--- src/rtl/io_port_controller_pkg.sv ---
// Shared definitions for the I/O port controller: default word width,
// interrupt FSM state encoding and a constant-evaluable clog2 helper.
package io_port_controller_pkg;

    localparam int W_DEFAULT = 16;

    typedef enum logic [1:0] {
        IRQ_IDLE  = 2'd0,
        IRQ_PULSE = 2'd1,
        IRQ_HOLD  = 2'd2
    } irq_state_e;

    function automatic int clog2(input int value);
        int r;
        r = 0;
        while ((1 << r) < value) begin
            r = r + 1;
        end
        return r;
    endfunction

endpackage

--- src/rtl/io_port_controller_sync_fifo.sv ---
// Synchronous FIFO with registered storage. The head reads as 0 when empty,
// and a push into a full FIFO is taken only when a pop frees the slot in the same cycle.
module sync_fifo
    import io_port_controller_pkg::*;
#(
    parameter int W     = W_DEFAULT,
    parameter int DEPTH = 4
) (
    input  logic                      clk,
    input  logic                      rst,
    input  logic                      push,
    input  logic                      pop,
    input  logic [W-1:0]              din,
    output logic [W-1:0]              dout,
    output logic                      full,
    output logic                      empty,
    output logic [clog2(DEPTH):0]     count
);

    localparam int AW = clog2(DEPTH);

    logic [W-1:0]  mem_q [DEPTH];
    logic [W-1:0]  mem_d [DEPTH];
    logic [AW-1:0] wr_ptr_q, wr_ptr_d;
    logic [AW-1:0] rd_ptr_q, rd_ptr_d;
    logic [AW:0]   count_q, count_d;
    logic          do_push;
    logic          do_pop;

    assign empty   = (count_q == '0);
    assign full    = (count_q == (AW+1)'(DEPTH));
    assign do_pop  = pop && !empty;
    assign do_push = push && (!full || do_pop);
    assign dout    = empty ? '0 : mem_q[rd_ptr_q];
    assign count   = count_q;

    // Pointers wrap naturally because DEPTH is a power of two.
    always_comb begin
        mem_d    = mem_q;
        wr_ptr_d = wr_ptr_q;
        rd_ptr_d = rd_ptr_q;
        if (do_push) begin
            mem_d[wr_ptr_q] = din;
            wr_ptr_d        = wr_ptr_q + 1'b1;
        end
        if (do_pop) begin
            rd_ptr_d = rd_ptr_q + 1'b1;
        end
        count_d = count_q + (AW+1)'(do_push) - (AW+1)'(do_pop);
    end

    always_ff @(posedge clk or posedge rst) begin
        if (rst) begin
            for (int i = 0; i < DEPTH; i++) begin
                mem_q[i] <= '0;
            end
            wr_ptr_q <= '0;
            rd_ptr_q <= '0;
            count_q  <= '0;
        end else begin
            mem_q    <= mem_d;
            wr_ptr_q <= wr_ptr_d;
            rd_ptr_q <= rd_ptr_d;
            count_q  <= count_d;
        end
    end

endmodule

--- src/rtl/io_port_controller.sv ---
// Processor-side I/O peripheral: inbound FIFO feeding in_port with a rate-limited
// interrupt, and outbound FIFO capturing out_port writes for an external sink.
module io_port_controller
    import io_port_controller_pkg::*;
#(
    parameter int W         = W_DEFAULT,
    parameter int IN_DEPTH  = 4,
    parameter int OUT_DEPTH = 4,
    parameter int HOLDOFF   = 8
) (
    input  logic                        clk,
    input  logic                        rst,
    input  logic [W-1:0]                ext_in_data,
    input  logic                        ext_in_valid,
    output logic                        ext_in_ready,
    output logic [W-1:0]                in_port,
    input  logic                        in_rd,
    input  logic                        irq_en,
    output logic                        interrupt,
    input  logic [W-1:0]                out_port,
    input  logic                        out_wr,
    output logic                        out_overflow,
    output logic [W-1:0]                ext_out_data,
    output logic                        ext_out_valid,
    input  logic                        ext_out_ready,
    output logic [clog2(IN_DEPTH):0]    in_count
);

    logic                       in_full;
    logic                       in_empty;
    logic                       out_full;
    logic                       out_empty;
    logic                       out_pop;
    logic [clog2(OUT_DEPTH):0]  out_count;
    logic                       unused_ok;

    irq_state_e state_q, state_d;
    logic [7:0] cnt_q, cnt_d;
    logic       irq_q, irq_d;
    logic       ovf_q, ovf_d;

    assign ext_in_ready  = !in_full;
    assign ext_out_valid = !out_empty;
    assign out_pop       = ext_out_valid && ext_out_ready;
    assign interrupt     = irq_q;
    assign out_overflow  = ovf_q;
    assign unused_ok     = ^{out_count, in_empty};

    sync_fifo #(.W(W), .DEPTH(IN_DEPTH)) u_in_fifo (
        .clk   (clk),
        .rst   (rst),
        .push  (ext_in_valid && ext_in_ready),
        .pop   (in_rd),
        .din   (ext_in_data),
        .dout  (in_port),
        .full  (in_full),
        .empty (in_empty),
        .count (in_count)
    );

    sync_fifo #(.W(W), .DEPTH(OUT_DEPTH)) u_out_fifo (
        .clk   (clk),
        .rst   (rst),
        .push  (out_wr),
        .pop   (out_pop),
        .din   (out_port),
        .dout  (ext_out_data),
        .full  (out_full),
        .empty (out_empty),
        .count (out_count)
    );

    // The counter is loaded on entry to PULSE so that PULSE + HOLD + IDLE spans HOLDOFF+1 cycles.
    always_comb begin
        state_d = state_q;
        cnt_d   = cnt_q;
        case (state_q)
            IRQ_IDLE: begin
                if (irq_en && (in_count != '0)) begin
                    state_d = IRQ_PULSE;
                    cnt_d   = 8'(HOLDOFF);
                end
            end
            IRQ_PULSE: begin
                cnt_d   = cnt_q - 8'd1;
                state_d = (cnt_d == 8'd0) ? IRQ_IDLE : IRQ_HOLD;
            end
            IRQ_HOLD: begin
                cnt_d = cnt_q - 8'd1;
                if (cnt_d == 8'd0) begin
                    state_d = IRQ_IDLE;
                end
            end
            default: begin
                state_d = IRQ_IDLE;
                cnt_d   = 8'd0;
            end
        endcase
        irq_d = (state_d == IRQ_PULSE);
        ovf_d = ovf_q || (out_wr && out_full && !out_pop);
    end

    always_ff @(posedge clk or posedge rst) begin
        if (rst) begin
            state_q <= IRQ_IDLE;
            cnt_q   <= 8'd0;
            irq_q   <= 1'b0;
            ovf_q   <= 1'b0;
        end else begin
            state_q <= state_d;
            cnt_q   <= cnt_d;
            irq_q   <= irq_d;
            ovf_q   <= ovf_d;
        end
    end

endmodule

--- config.mk ---
export PLATFORM = sky130hd
export DESIGN_NAME = io_port_controller
export DESIGN_NICKNAME = d
export VERILOG_FILES = /design/src/rtl/io_port_controller_pkg.sv /design/src/rtl/io_port_controller_sync_fifo.sv /design/src/rtl/io_port_controller.sv
export SDC_FILE = /design/constraint.sdc
export NUM_CORES = 1
export LEC_CHECK = 0
export ABC_AREA = 1
export BUFFER_PORTS_ARGS = -buffer_cell sky130_fd_sc_hd__clkbuf_2
export CORE_MARGIN = 2
export CORE_UTILIZATION = 50
export DETAILED_ROUTE_END_ITERATION = 6
export GPL_ROUTABILITY_DRIVEN = 0
export GPL_TIMING_DRIVEN = 0
export PLACE_DENSITY = 0.69
export RECOVER_POWER = 25
export SLEW_MARGIN = 20
export SYNTH_ARGS = -nofsm -noshare
export SYNTH_HDL_FRONTEND = slang
export SYNTH_SLANG_ARGS = --single-unit
--- constraint.sdc ---
create_clock -name clk -period 4.96 [get_ports clk]
set_input_delay 0.248 -clock clk [delete_from_list [all_inputs] [get_ports clk]]
set_output_delay 0.248 -clock clk [all_outputs]
set_load 0.01 [all_outputs]
==> insert_results.sql, run 1 <==
INSERT INTO impl_metrics (metric_group, metric, value, unit) VALUES
('status', 'outcome', 'finished with violations', ''),
('status', 'violations', 'max-capacitance violations, max-slew violations', ''),
('die', 'num_io_pins', '78', ''),
('setup_path', 'crit_fanout', '74', ''),
('logic_synthesis', 'netlist_instances', '823', ''),
('clock_network', 'htree_levels', '4', ''),
('power_and_ir_drop', 'power.static_leakage', '4.205', 'nW'),
('global_routing', 'grt_antenna_before_repair', '0', ''),
('power_and_ir_drop', 'worst_ir_drop_vdd', '0.3583', 'mV'),
('clock_network', 'clk_root_buffer_cell', 'sky130_fd_sc_hd__clkbuf_16', ''),
('timing', 'setup_viol', '0', ''),
('global_routing', 'first_global_vias', '5720', ''),
('global_routing', 'maximum_number_of_pins_on_one_net_before_global_route_repair', '82', ''),
('logic_synthesis', 'synth.top_cell.area_share', '52.37', '%'),
('global_routing', 'grt_overflow_total', '0', ''),
('detailed_routing', 'dr.first_iter.drc_count', '575', ''),
('setup_path', 'timing.critical_path.to_type', 'async pin', ''),
('logic_synthesis', 'synthesis.nets', '882', ''),
('timing', 'worst_slew_pin_slew', '3.405', 'ns'),
('final_layout', 'area_delta_synth_final', '16.63', '%'),
('final_layout', 'filler_cell_count', '1309', ''),
('logic_synthesis', 'ys_top_cells_by_area', 'sky130_fd_sc_hd__dfrtp_1 (52%), sky130_fd_sc_hd__o21ai_0 (10%), sky130_fd_sc_hd__nand2_1 (7.4%)', ''),
('setup_path', 'regToRegStartpoint', 'u_in_fifo.count[1]', ''),
('setup_path', 'cp-start-kind', 'input port', ''),
('placed_design', 'post-place-ws', '2.671', 'ns'),
('timing', 'unrepaired_setup_endpoints_after_global_routing', 'no', ''),
('logic_synthesis', 'dominant_register_cell_in_the_synthesized_netlist', 'sky130_fd_sc_hd__dfrtp_1', ''),
('logic_synthesis', 'synth.ff_latch_count', '154', ''),
('die', 'std_cell_rows', '44', ''),
('setup_path', 'path_class', 'input port to async pin', ''),
('timing', 'final_min_period_over_clock_period', '58.10', '%'),
('setup_path', 'worstPathCellList', 'dlygate4sd3_1 > clkbuf_2 > clkinvlp_2', ''),
('clock_network', 'cts_max_path_buffers', '2', ''),
('global_routing', 'wire_length_of_the_first_global_routing_pass', '28980', 'um'),
('placed_design', 'place.port_buffers', '77', ''),
('setup_path', 'slowest_delay', '1.92', 'ns'),
('timing', 'final_max_slew_viol_count', '74', ''),
('timing', 'layout_setup_ws', '2.078', 'ns'),
('logic_synthesis', 'synth_enable_flop_cells', '0', ''),
('die', 'die_x', '125.3', 'um'),
('die', 'floorplan.die_area', '15700', 'um2'),
('job', 'drv.max_cap_violation_count', '1', ''),
('detailed_routing', 'drtAntennaViolNets', '0', ''),
('clock_network', 'cts_repair_resize_count', '0', ''),
('detailed_routing', 'routed_wirelength', '17330', 'um'),
('logic_synthesis', 'syn_area_per_cell', '8.941', 'um2'),
('global_routing', 'global_route.usage.total', '23.35', '%'),
('clock_network', 'cts_setup_buffers', '0', ''),
('detailed_routing', 'drc_errors', '0', ''),
('die', 'initial_standard_cell_utilization_of_the_core', '50.82', '%'),
('die', 'floorplan.die.height', '125.3', 'um'),
('clock_network', 'numCtsBuffers', '17', ''),
('setup_path', 'data_required_time_of_the_worst_path', '4.92', 'ns'),
('detailed_routing', 'viasPerCell', '5.214', ''),
('clock_network', 'cts.clk_slew.worst_paths', '0.06', 'ns'),
('logic_synthesis', 'synth_most_common_cell', 'sky130_fd_sc_hd__dfrtp_1', ''),
('final_layout', 'antenna-diode-count', '0', ''),
('setup_path', 'critical-path-slowest-cell', 'sky130_fd_sc_hd__clkinvlp_2', ''),
('power_and_ir_drop', 'powerDensity', '687.1', 'nW/um2'),
('final_layout', 'fraction_of_final_layout_cells_sized_beyond_drive_strength_1', '18.63', '%'),
('timing', 'worst_clock_skew', '0.008046', 'ns'),
('power_and_ir_drop', 'post-layout-total-power', '5.897', 'mW'),
('timing', 'hold_ws', '0.05447', 'ns'),
('detailed_routing', 'overall_via_count_from_detail_route', '5829', ''),
('clock_network', 'cts_tree', 'yes', ''),
('setup_path', 'timing.critical_path.arrival', '2.84', 'ns'),
('detailed_routing', 'wl_per_cell', '15.50', 'um'),
('setup_path', 'setup.worst_path.start', 'rst', ''),
('setup_path', 'cp-endpoint', 'u_in_fifo.mem_q[15]', ''),
('logic_synthesis', 'synth_area_leader_cell', 'sky130_fd_sc_hd__dfrtp_1', ''),
('detailed_routing', 'detail_route.first_pass.iterations', '5', '');
-- routing by layer --
layer / routed length (um) / global-route usage [%] / part of all wire (%) / vias to the layer above
met2: 7913 / 35.71 / 46 / 146
met5: 0 / 0 / 0 / -
li1: - / - / - / 2869
met3: 832 / 3.979 / 4.8 / 22
met4: 332 / 8.562 / 1.9 / 0
met1: 8252 / 33.79 / 48 / 2792
-- placed cells by master, fill, tap and decap left out, types with 15 or more instances in the layout --
cell                        count
sky130_fd_sc_hd__nand2_1      148
sky130_fd_sc_hd__ha_1          18
sky130_fd_sc_hd__clkbuf_16     17
sky130_fd_sc_hd__nor2_1        77
sky130_fd_sc_hd__clkbuf_2      74
sky130_fd_sc_hd__mux2_4        18
sky130_fd_sc_hd__clkbuf_1      23
sky130_fd_sc_hd__buf_2         18
sky130_fd_sc_hd__a21oi_1       50
sky130_fd_sc_hd__inv_1         91
sky130_fd_sc_hd__o211ai_1      15
sky130_fd_sc_hd__dfrtp_1      154
sky130_fd_sc_hd__o21ai_0      150
-- metrics by stage --
stage / area (um2) / util, % / std cells
after floorplan: 7358 / - / 823
after global placement: 7974 / 55.07 / 1084
after detailed placement: 8009 / 55.31 / 1085
after CTS: 8606 / 59.44 / 1118
after global routing: 8582 / 59.27 / 1118
final: 8582 / 59.27 / 1118
-- cells by family after synthesis --
logic type               synth area share [%]
AO/OA/AOI/OAI                           15.88
flip-flops                              52.37
XOR/XNOR                                1.071
adder cells (fa/ha/maj)                 3.605
AND/OR/NAND/NOR                         13.62
multiplexers                            5.815
buffers and inverters                   7.635
-- area by class of cell --
class,instances,area (um2),share of cell area (%)
clock inverter,13,133.9,1.560
multi-input combinational,530,2930,34.14
inverter,96,362.8,4.228
sequential,154,3854,44.90
clock buffer,19,452.9,5.278
timing repair buffer,79,419.2,4.884
tap,184,230.2,2.683
buffer,43,198.9,2.318
-- flip-flops by register name, indices dropped and copies added (netlist names) --
signal	count
u_out_fifo.count	3
out_overflow	1
u_in_fifo.rd_ptr_q	2
u_out_fifo.rd_ptr_q	2
state_q	2
cnt_q	8
u_in_fifo.wr_ptr_q	2
u_out_fifo.mem_q	64
u_in_fifo.mem_q	64
u_in_fifo.count	3
u_out_fifo.wr_ptr_q	2
interrupt	1
-- worst min path at each step --
stage	start	to	slack, ns
global placement	u_in_fifo.mem_q[35]	u_in_fifo.mem_q[35]	0.46
finish	out_wr	out_overflow	0.05
floorplan	out_port[0]	u_out_fifo.mem_q[0]	0.37
CTS	out_port[10]	u_out_fifo.mem_q[42]	0.07
global route	out_wr	out_overflow	0.08
detailed placement	rst	interrupt	0.36
-- repair_timing --
| item | 4_1_cts | 5_1_grt |
|---|---|---|
| hold buffers | 1 | 0 |
| setup endpoints to repair | 0 | 0 |
| endpoints found under the hold margin | 73 | 0 |
-- power breakdown --
| group | switching [mW] | total, mW | internal (mW) | leakage (nW) |
|---|---|---|---|---|
| clock network | 0.555 | 1.28 | 0.730 | 0.279 |
| logic | 1.52 | 2.51 | 0.996 | 2.06 |
| registers | 0.274 | 2.10 | 1.83 | 1.87 |
-- worst max-delay path, delay by kind of cell --
family                 cells  cell delay [ns]
buffers and inverters      3             2.56
(Power assumes the default switching activity.)
==> run 2: changes to the inputs <==
- PLACE_DENSITY: 0.69 -> 0.71
- clock period: 4.96 -> 2.41 ns (I/O delays scaled with it)
==> insert_results.sql, run 2 (synthesis results as in run 1) <==
INSERT INTO impl_metrics (metric_group, metric, value, unit) VALUES
('status', 'outcome', 'complete, no violations', ''),
('detailed_routing', 'viasPerCell', '5.233', ''),
('power_and_ir_drop', 'powerDensity', '1386', 'nW/um2'),
('final_layout', 'antenna-diode-count', '0', ''),
('die', 'floorplan.die.height', '125.3', 'um'),
('power_and_ir_drop', 'worst_ir_drop_vdd', '0.7582', 'mV'),
('clock_network', 'cts.sinks', '154', ''),
('setup_path', 'path_class', 'flop to primary output', ''),
('timing', 'period_needed', '2.277', 'ns'),
('timing', 'final_max_slew_viol_count', '0', ''),
('placed_design', 'place.port_buffers', '77', ''),
('die', 'die_x', '125.3', 'um'),
('timing', 'unrepaired_setup_endpoints_after_global_routing', 'no', ''),
('die', 'initial_standard_cell_utilization_of_the_core', '50.82', '%'),
('power_and_ir_drop', 'power.static_leakage', '4.354', 'nW'),
('job', 'drv.max_cap_violation_count', '0', ''),
('detailed_routing', 'detail_route.first_pass.iterations', '7', ''),
('final_layout', 'post-route-cell-area', '8905', 'um2'),
('power_and_ir_drop', 'internal_power', '7.525', 'mW'),
('final_layout', 'final_common_cell', 'sky130_fd_sc_hd__dfrtp_1', ''),
('detailed_routing', 'drc_errors', '0', ''),
('timing', 'final_min_period_over_clock_period', '94.50', '%'),
('global_routing', 'wire_length_of_the_first_global_routing_pass', '29820', 'um'),
('clock_network', 'clock_latency_reported_for_the_late_side_of_the_worst_skew_pair', '0.43', 'ns'),
('final_layout', 'area_delta_synth_final', '21.02', '%'),
('power_and_ir_drop', 'p_clk_share', '22.1', '%'),
('final_layout', 'mostFrequentLayoutCells', 'sky130_fd_sc_hd__dfrtp_1 (154), sky130_fd_sc_hd__o21ai_0 (150), sky130_fd_sc_hd__nand2_1 (147)', ''),
('timing', 'worst_slew_pin_slew', '0.9790', 'ns'),
('placed_design', 'dp.final_hpwl', '11880', 'um'),
('timing', 'final-hold-violation-count', '0', ''),
('detailed_routing', 'overall_via_count_from_detail_route', '6002', ''),
('setup_path', 'data_required_time_of_the_worst_path', '2.29', 'ns'),
('power_and_ir_drop', 'netSwitchingPower', '4.813', 'mW'),
('timing', 'worst_clock_skew', '0.007404', 'ns'),
('detailed_routing', 'drtAntennaViolNets', '0', ''),
('final_layout', 'registers_with_the_most_flip_flops', 'u_in_fifo.mem_q: 64 flops, u_out_fifo.mem_q: 64 flops, cnt_q: 8 flops', ''),
('clock_network', 'cts_repair_resize_count', '0', ''),
('clock_network', 'cts_tree', 'yes', ''),
('clock_network', 'clk_root_buffer_cell', 'sky130_fd_sc_hd__clkbuf_16', ''),
('power_and_ir_drop', 'post-layout-total-power', '12.34', 'mW'),
('placed_design', 'detailed_place.area', '8085', 'um2'),
('power_and_ir_drop', 'comb_power_share', '42.8', '%'),
('worst_hold_path', 'hp-class', 'input port to flop', ''),
('power_and_ir_drop', 'share_seq_of_total_power', '35.1', '%'),
('clock_network', 'cts_max_path_buffers', '2', ''),
('global_routing', 'grt_overflow_total', '0', ''),
('global_routing', 'first_global_vias', '6011', ''),
('die', 'core_area', '14480', 'um2'),
('clock_network', 'numCtsBuffers', '17', ''),
('global_routing', 'global_route.usage.total', '23.94', '%'),
('global_routing', 'grt_antenna_before_repair', '0', ''),
('global_routing', 'maximum_number_of_pins_on_one_net_before_global_route_repair', '34', ''),
('detailed_routing', 'dr.first_iter.drc_count', '490', ''),
('clock_network', 'cts.clk_slew.worst_paths', '0.07', 'ns'),
('final_layout', 'finalNetCount', '1009', ''),
('timing', 'setup_viol', '0', ''),
('detailed_routing', 'routed_wirelength', '17870', 'um'),
('setup_path', 'crit_fanout', '10', ''),
('setup_path', 'timing.critical_path.to_type', 'primary output', ''),
('setup_path', 'cp-start-kind', 'flop', ''),
('timing', 'fmaxAchievable', '439.1', 'MHz'),
('clock_network', 'htree_levels', '4', ''),
('die', 'num_io_pins', '78', ''),
('final_layout', 'fraction_of_final_layout_cells_sized_beyond_drive_strength_1', '18.48', '%'),
('die', 'std_cell_rows', '44', ''),
('detailed_routing', 'wl_per_cell', '15.58', 'um'),
('timing', 'slew-limit-headroom', '34.37', '%'),
('die', 'floorplan.die_area', '15700', 'um2'),
('power_and_ir_drop', 'power.share.switching', '39.01', '%'),
('setup_path', 'timing.critical_path.arrival', '2.16', 'ns'),
('setup_path', 'reg2reg_slack', '0.23', 'ns');
## run 2: layout make-up
cell class | instances | area [um2]
Fill cell | 1259 | 5574
Tap cell | 184 | 230.2
Buffer | 43 | 198.9
Sequential cell | 154 | 3854
Clock buffer | 21 | 450.4
Inverter | 96 | 364.1
Clock inverter | 11 | 146.4
Multi-Input combinational cell | 530 | 2938
Timing Repair Buffer | 108 | 723.2
## run 2: power groups by stage
stage | Combinational, mW | Sequential (mW) | Clock [mW]
finish | 5.28 | 4.33 | 2.73
global route | 5.90 | 4.48 | 2.86
CTS | 5.25 | 4.32 | 2.76
detailed placement | 5.18 | 4.34 | 0
global placement | 5.05 | 4.32 | 0
floorplan | 3.58 | 4.23 | 0
## run 2: per-stage QoR
stage	std cells	setup WS [ns]	util, %	hold slack, ns	TNS (ns)
after floorplan	823	0.3446	-	0.2415	0
after global routing	1147	0.002992	61.50	0.03007	0
after CTS	1146	0.1050	61.69	0.004412	0
final	1147	0.1326	61.50	0.009931	0
after detailed placement	1089	0.1187	55.84	0.1723	0
after global placement	1084	-0.6394	55.10	0.3828	-97.02
## run 2: final timing paths
path,startpoint,to,cells after the start
min in group asynchronous,rst,u_out_fifo.mem_q[62],3
max reg2reg,u_out_fifo.count[1],u_out_fifo.count[2],10
max in group asynchronous,rst,u_out_fifo.mem_q[52],5
min,ext_in_data[15],u_in_fifo.mem_q[31],3
max,u_in_fifo.rd_ptr_q[0],in_port[4],6
min reg2reg,u_in_fifo.mem_q[42],u_in_fifo.mem_q[42],2
## run 2: worst max-delay path, stage by stage (launching register included)
cell and delay [ns]:
sky130_fd_sc_hd__dfrtp_1 0.35, sky130_fd_sc_hd__buf_2 0.15, sky130_fd_sc_hd__inv_1 0.15, sky130_fd_sc_hd__clkbuf_1 0.43
sky130_fd_sc_hd__o21ai_0 0.17, sky130_fd_sc_hd__a21oi_1 0.28, sky130_fd_sc_hd__clkbuf_2 0.19
## run 2: per-layer routing
metal	part of all wire, %	up-vias	track usage (%)
met1	46	2860	32.58
met3	5.7	35	4.750
met5	0	-	0
met4	2.5	0	10.07
met2	46	192	37.82
li1	-	2915	-
## run 2: repair_timing
item | 4_1_cts | 5_1_grt
setup buffers | 0 | 1
hold buffers | 25 | 0
setup endpoints to repair | 0 | 2
hold endpoints to repair | 100 | 0
